===== config.mk =====
export PLATFORM = sky130hd
export DESIGN_NAME = cordic_request_ctrl
export DESIGN_NICKNAME = d
export VERILOG_FILES = /design/src/rtl/cordic_ctrl_pkg.sv /design/src/rtl/cordic_watchdog_cnt.sv /design/src/rtl/cordic_request_ctrl.sv
export SDC_FILE = /design/constraint.sdc
export NUM_CORES = 1
export LEC_CHECK = 0
export ABC_AREA = 1
export CAP_MARGIN = 5
export CORE_AREA = 3 3 93 95
export CTS_CLUSTER_DIAMETER = 30
export DETAILED_ROUTE_END_ITERATION = 10
export DIE_AREA = 0 0 96 98
export PLACE_DENSITY_LB_ADDON = 0.2
export SLEW_MARGIN = 25
export SYNTH_ARGS = -nofsm -noshare
export SYNTH_HDL_FRONTEND = slang
export SYNTH_HIERARCHICAL = 1
export SYNTH_SLANG_ARGS = --single-unit

===== constraint.sdc =====
create_clock -name clk -period 2.2 [get_ports clk]
set_input_delay 0.55 -clock clk [delete_from_list [all_inputs] [get_ports clk]]
set_output_delay 0.55 -clock clk [all_outputs]
set_load 0.02 [all_outputs]

===== src/rtl/cordic_ctrl_pkg.sv =====
// Shared definitions for the CORDIC request controller: FSM state encoding and
// the default watchdog limit.
package cordic_ctrl_pkg;

    typedef enum logic [2:0] {
        StIdle  = 3'd0,
        StStart = 3'd1,
        StWait  = 3'd2,
        StAck   = 3'd3,
        StResp  = 3'd4
    } ctrl_state_e;

    localparam int unsigned DefaultTimeout = 200;

endpackage


===== src/rtl/cordic_watchdog_cnt.sv =====
// Saturating cycle counter with synchronous clear and enable; hit flags the last
// cycle before the watchdog limit. TIMEOUT = 0 disables hit.
module cordic_watchdog_cnt
    import cordic_ctrl_pkg::*;
#(
    parameter int unsigned TO_W    = 8,
    parameter int unsigned TIMEOUT = DefaultTimeout
) (
    input  logic clk,
    input  logic rst,
    input  logic clr,
    input  logic en,
    output logic hit
);

    localparam int unsigned HitVal = (TIMEOUT == 0) ? 0 : TIMEOUT - 1;
    // A limit the counter cannot represent would alias after truncation, so it never hits.
    localparam bit Reachable = (TIMEOUT != 0) &&
                               ((TO_W >= 32) || (HitVal < (32'd1 << TO_W)));
    localparam logic [TO_W-1:0] HitCnt = TO_W'(HitVal);

    logic [TO_W-1:0] cnt_q;

    always_ff @(posedge clk) begin
        if (!rst || clr) begin
            cnt_q <= '0;
        end else if (en && (cnt_q != '1)) begin
            cnt_q <= cnt_q + TO_W'(1);
        end
    end

    assign hit = Reachable && (cnt_q == HitCnt);

endmodule


===== src/rtl/cordic_request_ctrl.sv =====
// Initiator-side controller for the sine/cosine CORDIC core: accepts one request,
// drives the core start/ack handshake, and returns the captured result downstream.
module cordic_request_ctrl
    import cordic_ctrl_pkg::*;
#(
    parameter int unsigned W       = 32,
    parameter int unsigned TO_W    = 8,
    parameter int unsigned TIMEOUT = DefaultTimeout
) (
    input  logic         clk,
    input  logic         rst,
    // upstream request
    input  logic         req_valid,
    output logic         req_ready,
    input  logic [W-1:0] req_angle,
    input  logic         req_op,
    input  logic [1:0]   req_region,
    // downstream response
    output logic         rsp_valid,
    input  logic         rsp_ready,
    output logic [W-1:0] rsp_data,
    output logic         rsp_ovf,
    output logic         rsp_udf,
    output logic         rsp_timeout,
    // CORDIC core side
    output logic         beg_fsm_cordic,
    output logic         ack_cordic,
    output logic         operation,
    output logic [W-1:0] data_in,
    output logic [1:0]   shift_region_flag,
    input  logic         ready_cordic,
    input  logic [W-1:0] data_output,
    input  logic         overflow_flag,
    input  logic         underflow_flag
);

    ctrl_state_e state_q;
    logic        wd_hit;

    cordic_watchdog_cnt #(
        .TO_W    (TO_W),
        .TIMEOUT (TIMEOUT)
    ) u_watchdog (
        .clk (clk),
        .rst (rst),
        .clr (state_q == StStart),
        .en  (state_q == StWait),
        .hit (wd_hit)
    );

    assign req_ready = (state_q == StIdle);

    always_ff @(posedge clk) begin
        if (!rst) begin
            state_q           <= StIdle;
            beg_fsm_cordic    <= 1'b0;
            ack_cordic        <= 1'b0;
            rsp_valid         <= 1'b0;
            rsp_timeout       <= 1'b0;
            rsp_ovf           <= 1'b0;
            rsp_udf           <= 1'b0;
            rsp_data          <= '0;
            data_in           <= '0;
            operation         <= 1'b0;
            shift_region_flag <= 2'b00;
        end else begin
            unique case (state_q)
                StIdle: begin
                    if (req_valid) begin
                        data_in           <= req_angle;
                        operation         <= req_op;
                        shift_region_flag <= req_region;
                        beg_fsm_cordic    <= 1'b1;
                        state_q           <= StStart;
                    end
                end
                StStart: begin
                    beg_fsm_cordic <= 1'b0;
                    state_q        <= StWait;
                end
                StWait: begin
                    // A genuine result takes priority over a watchdog expiring in the same cycle.
                    if (ready_cordic) begin
                        rsp_data    <= data_output;
                        rsp_ovf     <= overflow_flag;
                        rsp_udf     <= underflow_flag;
                        rsp_timeout <= 1'b0;
                        ack_cordic  <= 1'b1;
                        state_q     <= StAck;
                    end else if (wd_hit) begin
                        rsp_data    <= '0;
                        rsp_ovf     <= 1'b0;
                        rsp_udf     <= 1'b0;
                        rsp_timeout <= 1'b1;
                        ack_cordic  <= 1'b1;
                        state_q     <= StAck;
                    end
                end
                StAck: begin
                    if (!ready_cordic) begin
                        ack_cordic <= 1'b0;
                        rsp_valid  <= 1'b1;
                        state_q    <= StResp;
                    end
                end
                StResp: begin
                    if (rsp_ready) begin
                        rsp_valid <= 1'b0;
                        state_q   <= StIdle;
                    end
                end
                default: begin
                    beg_fsm_cordic <= 1'b0;
                    ack_cordic     <= 1'b0;
                    rsp_valid      <= 1'b0;
                    state_q        <= StIdle;
                end
            endcase
        end
    end

endmodule


* Yosys cells after proc, flatten, opt, wreduce, memory -nomap -nowiden
Index checks and enable logic that the tools add are counted.
Operators by class: reductions and logical operators 14, equal/unequal tests 10, bitwise logic cells 3, add/sub/neg operators 1, multiplexer cells 21
Operator list (number):
- two-way mux 32 bit | 2
- two-way mux 3 bit | 5
- case mux 3 bit (5 select lines) | 1
- two-way mux 1 bit | 10
- OR reduction 3 bit | 3
- adder 8 x 1 -> 8 bit (second input constant) | 1
- == test 8 bit (second input constant) | 1
- inequality test 8 bit (second input constant) | 1
- == test 3 x 2 -> 1 bit (second input constant) | 2
- inequality test 2 bit (second input constant) | 3
- case mux 1 bit (3 select lines) | 2
- AND reduction 2 bit | 3
- AND reduction 3 bit | 2
- AND reduction 4 bit | 1
- == test 3 x 1 -> 1 bit (second input constant) | 1
- == test 3 bit (second input constant) | 1
- logical NOT 3 bit | 1
- inequality test 3 bit (second input constant) | 1
- inverter 1 bit | 3
- case mux 1 bit (2 select lines) | 1
- nonzero test 2 bit | 1
- logical AND 1 bit | 1
- logical NOT 1 bit | 1
- logical OR 1 bit | 1
Storage, ports and cells: bits in registers 84, input bits 74, word-level logic and storage cells 61

* Longest topological paths before layout
word-level depth 4, mapped depth 10, depth with buffers taken out 10

* Hierarchy
The synthesis kept the hierarchy.
Modules (own cells, without submodules):
- cordic_request_ctrl | times used 1, area an instance 2841.5 um2, cells an instance 358
- cordic_watchdog_cnt | times used 1, area an instance 471.7 um2, cells an instance 76

* Worst setup path after synthesis
Ideal clock, no wire load.
path kind reg2reg, start point reg u_watchdog.cnt_q[0], end point reg state_q[1], path slack 521 ps, data required time 2087 ps, stages on the path, launching flop included 11, arrival 1566 ps, period minus slack after synthesis 1679 ps, setup time 113 ps, cells stage by stage dfxtp_1 -> ha_1 -> nand3_1 -> nor4_1 -> nor2_1 -> nand3_1 -> nand2_1 -> nor2_1 -> nand2_1 -> nand2_1 -> nor2_1
Between the ends: word-level cells in the longest chain between the ends 3
Ends and longest elaborated chain:
- from (decl) | line cordic_watchdog_cnt.sv:22 | logic [TO_W-1:0] cnt_q;
- from (signal assigned) | line cordic_watchdog_cnt.sv:28 | cnt_q <= cnt_q + TO_W'(1);
- == test 8 bit | line cordic_watchdog_cnt.sv:32 | assign hit = Reachable && (cnt_q == HitCnt);
- via wd_hit | line cordic_request_ctrl.sv:38 | logic wd_hit;
- inequality test 3 bit (no source line)
- AND reduction 4 bit (no source line)
- to (signal assigned) | line cordic_request_ctrl.sv:55 | state_q <= StIdle;
- to (signal assigned) | line cordic_request_ctrl.sv:74 | state_q <= StStart;
- to (signal assigned) | line cordic_request_ctrl.sv:79 | state_q <= StWait;
- to (decl) | line cordic_request_ctrl.sv:37 | ctrl_state_e state_q;
The timed path passes the listed nets, and every way through them passes these cells. A chain may end at the register's enable or synchronous reset.

* Final worst setup path
start point reg state_q[1], end point out req_ready
Between the ends: word-level cells in the longest chain between the ends 1
Ends and longest elaborated chain:
- logical NOT 3 bit | line cordic_request_ctrl.sv:51 | assign req_ready = (state_q == StIdle);
- to (decl) | line cordic_request_ctrl.sv:14 | output logic req_ready,
Every way passes these cells.

==> impl_metrics.env <==
export IMPL_final_common_cell="clkdlybuf4s50_1"
export IMPL_worst_r2r_cell_count=7
export IMPL_clock_latency_ns=0.33
export IMPL_core_um2=7807
export IMPL_ctsHoldBuffers=0
export IMPL_grt_usage=0.1975
export IMPL_hold_viol=0
export IMPL_cts_root_buf="clkbuf_8"
export IMPL_cts_tree="built"
export IMPL_clk_path_buf_depth=2
export IMPL_syn_to_final_growth_pct=51.02
export IMPL_muxShareOfSynthArea=0
export IMPL_wl_um=9297
export IMPL_dp_final_hpwl_um=6669
export IMPL_critical_path_max_stage_delay_ns=0.51
export IMPL_crit_chain="nor2_1 -> inv_2 -> nor2_8 -> dlygate4sd2_1"
export IMPL_hold_ws_ns=0.4522
export IMPL_hp_class="reg2reg"
export IMPL_required_ns=1.65
export IMPL_cts_sink_count=84
export IMPL_post_synth_num_cell_types=25
export IMPL_initialDrtViolationCount=160
export IMPL_multi_input_area_um2=1406
export IMPL_skew_ns=0.005172
export IMPL_htree_levels=3
export IMPL_ys_ff_latch=84
export IMPL_yosys_area_share_adder=0.003776
export IMPL_synth_avg_cell_area_um2=7.634
export IMPL_end_kind="primary output"
export IMPL_netlist_instances=434
export IMPL_place_area_um2=4847
export IMPL_grt_pass1_vias=3185
export IMPL_crit_end="req_ready"
export IMPL_crit_path_top_delay_cell="dfxtp_1"
export IMPL_cp_arrival_ns=1.48
export IMPL_ir_drop_uv=575.2
export IMPL_startpoint_type="flip-flop"
export IMPL_initial_core_util=0.4244
export IMPL_synth_compound_area_share=0.1386
export IMPL_die_x_um=96
export IMPL_routabilityCongestion=0.7918
export IMPL_r2r_end="rsp_data[9]"
export IMPL_r2r_start="u_watchdog/cnt_q[0]"
export IMPL_synth_nets=509
export IMPL_drv_cap=0
export IMPL_final_min_clock_period_ns=2.033
export IMPL_nNetsFinal=649
export IMPL_slew_violations=0
export IMPL_synth_xor_area_frac=0
export IMPL_regArea_um2=1682
export IMPL_design_area_um2=5004
export IMPL_tightestPinTransition_ns=0.8401
export IMPL_dr_pass1_iters=4
export IMPL_seq_area_frac_synth=0.5076
export IMPL_grt_pass1_wl_um=15040
export IMPL_num_fill_cells=691
export IMPL_grt_max_degree=45
export IMPL_setup_violations=0
export IMPL_max_freq_mhz=492.0
export IMPL_setup_tns_ns=0
export IMPL_wl_per_cell_um=13.69
export IMPL_yosys_warnings=6
export IMPL_crit_type="reg2out"
export IMPL_syn_area_um2=3313
export IMPL_drc=0
export IMPL_pin_count=148
export IMPL_layout_common_cells="clkdlybuf4s50_1 (146), nand2_1 (129), dfxtp_1 (84)"
export IMPL_slew_headroom=0.4378
export IMPL_rsz0062_at_grt="false"
export IMPL_post_route_period_util=0.9239
export IMPL_cp_startpoint="state_q[1]"
export IMPL_grt_overflow_total=0
export IMPL_synthSimpleGateAreaFrac=0.2821
export IMPL_layout_drive_gt1_share=0.05719
export IMPL_synthFlopType="dfxtp_1"
export IMPL_portBuffers=147
export IMPL_viasPerCell=4.885
export IMPL_regToRegSetupSlack_ns=0.25
export IMPL_p_per_area_nw_per_um2=914.5
export IMPL_antenna_found_initial=0
export IMPL_antenna_cells=0
export IMPL_crit_path_max_fanout=8
export IMPL_status="complete, no violations"
export IMPL_vias=3317
export IMPL_power_leakage_nw=1.785
export IMPL_ant_nets=0
export IMPL_dieArea_um2=9408
export IMPL_synth_edf_count=0
export IMPL_min_path_cells=2
export IMPL_cts_buffers=9
export IMPL_synth_top_family_by_area="simple AND/OR/NAND/NOR gates"
export IMPL_async_flop_share=0
export IMPL_die_h_um=98
export IMPL_clk_pin_slew_ns=0.07
export IMPL_num_rows=32
-- layer usage --
layer,wire (um),vias to the layer above,global-route usage
met5,0,-,0
met4,146,0,0.06236
met3,678,14,0.06394
met2,4690,98,0.3383
met1,3781,1510,0.2300
li1,-,1695,-
-- state kept, by name, summed over array words and instances (netlist names), 2 cells and up --
signal,cells
data_in,32
shift_region_flag,2
state_q,3
u_watchdog/cnt_q,8
rsp_data,32
-- what timing repair did --
action / in CTS / in global routing
buffers inserted: 0 / 0
setup endpoints to repair: 1 / 0
resized for setup: 1 / 0
-- logic make-up after synthesis --
group           count (synthesis)
fa+ha+maj                       1
buf+inv                        46
compound gates                 89
simple gates                  214
flops                          84
-- synth_stat cells (2+ instances only) --
library cell,instances,area (um^2)
nand2_1,129,484.2
dfxtp_1,84,1682
a21oi_1,82,410.4
nand3_1,48,240.2
nor2_1,23,86.33
inv_1,16,60.06
clkbuf_1,10,37.54
buf_2,9,45.04
o21ai_0,5,25.02
buf_6,4,45.04
buf_4,3,22.52
inv_2,3,11.26
nand4_1,3,18.77
nand2_4,2,22.52
nor2_2,2,12.51
nor2_4,2,22.52
-- worst max-delay path, delay by kind of cell (launching register included) --
kind	cells	cell delay, ns
flip-flops	1	0.51
buffers and inverters	2	0.49
AND/OR/NAND/NOR	2	0.15
-- power by group --
| part | leakage, nW | switching, W | internal, W |
|---|---|---|---|
| clock network | 0.0783 | 0.000497 | 0.000428 |
| registers | 0.684 | 0.000154 | 0.00175 |
| logic | 1.02 | 0.00100 | 0.000749 |
-- how the worst min path moves through the flow --
stage	start	endpoint	slack, ns
CTS	rsp_timeout	rsp_timeout	0.45
global route	rsp_timeout	rsp_timeout	0.47
finish	rsp_timeout	rsp_timeout	0.45
global placement	rsp_timeout	rsp_timeout	0.44
detailed placement	rsp_timeout	rsp_timeout	0.44
floorplan	u_watchdog/cnt_q[6]	u_watchdog/cnt_q[6]	0.46
-- metrics by stage --
step,util,total power [W],worst slack [ns],instances
5_1_grt,0.6409,0.004857,0.02621,679
3_3_place_gp,0.6208,0.003668,0.06675,665
4_1_cts,0.6409,0.004628,0.1552,679
2_1_floorplan,-,0.003002,0.5213,434
6_report,0.6409,0.004576,0.1674,679
3_5_place_dp,0.6208,0.003707,0.005873,665
-- area by class of cell --
cell class	count	share of cell area
Clock buffer	12	0.02901
Inverter	20	0.01500
Timing Repair Buffer	155	0.3108
Sequential cell	84	0.3361
Multi-Input combinational cell	304	0.2811
Tap cell	102	0.02551
Clock inverter	2	0.002501
(Power assumes the default switching activity.)
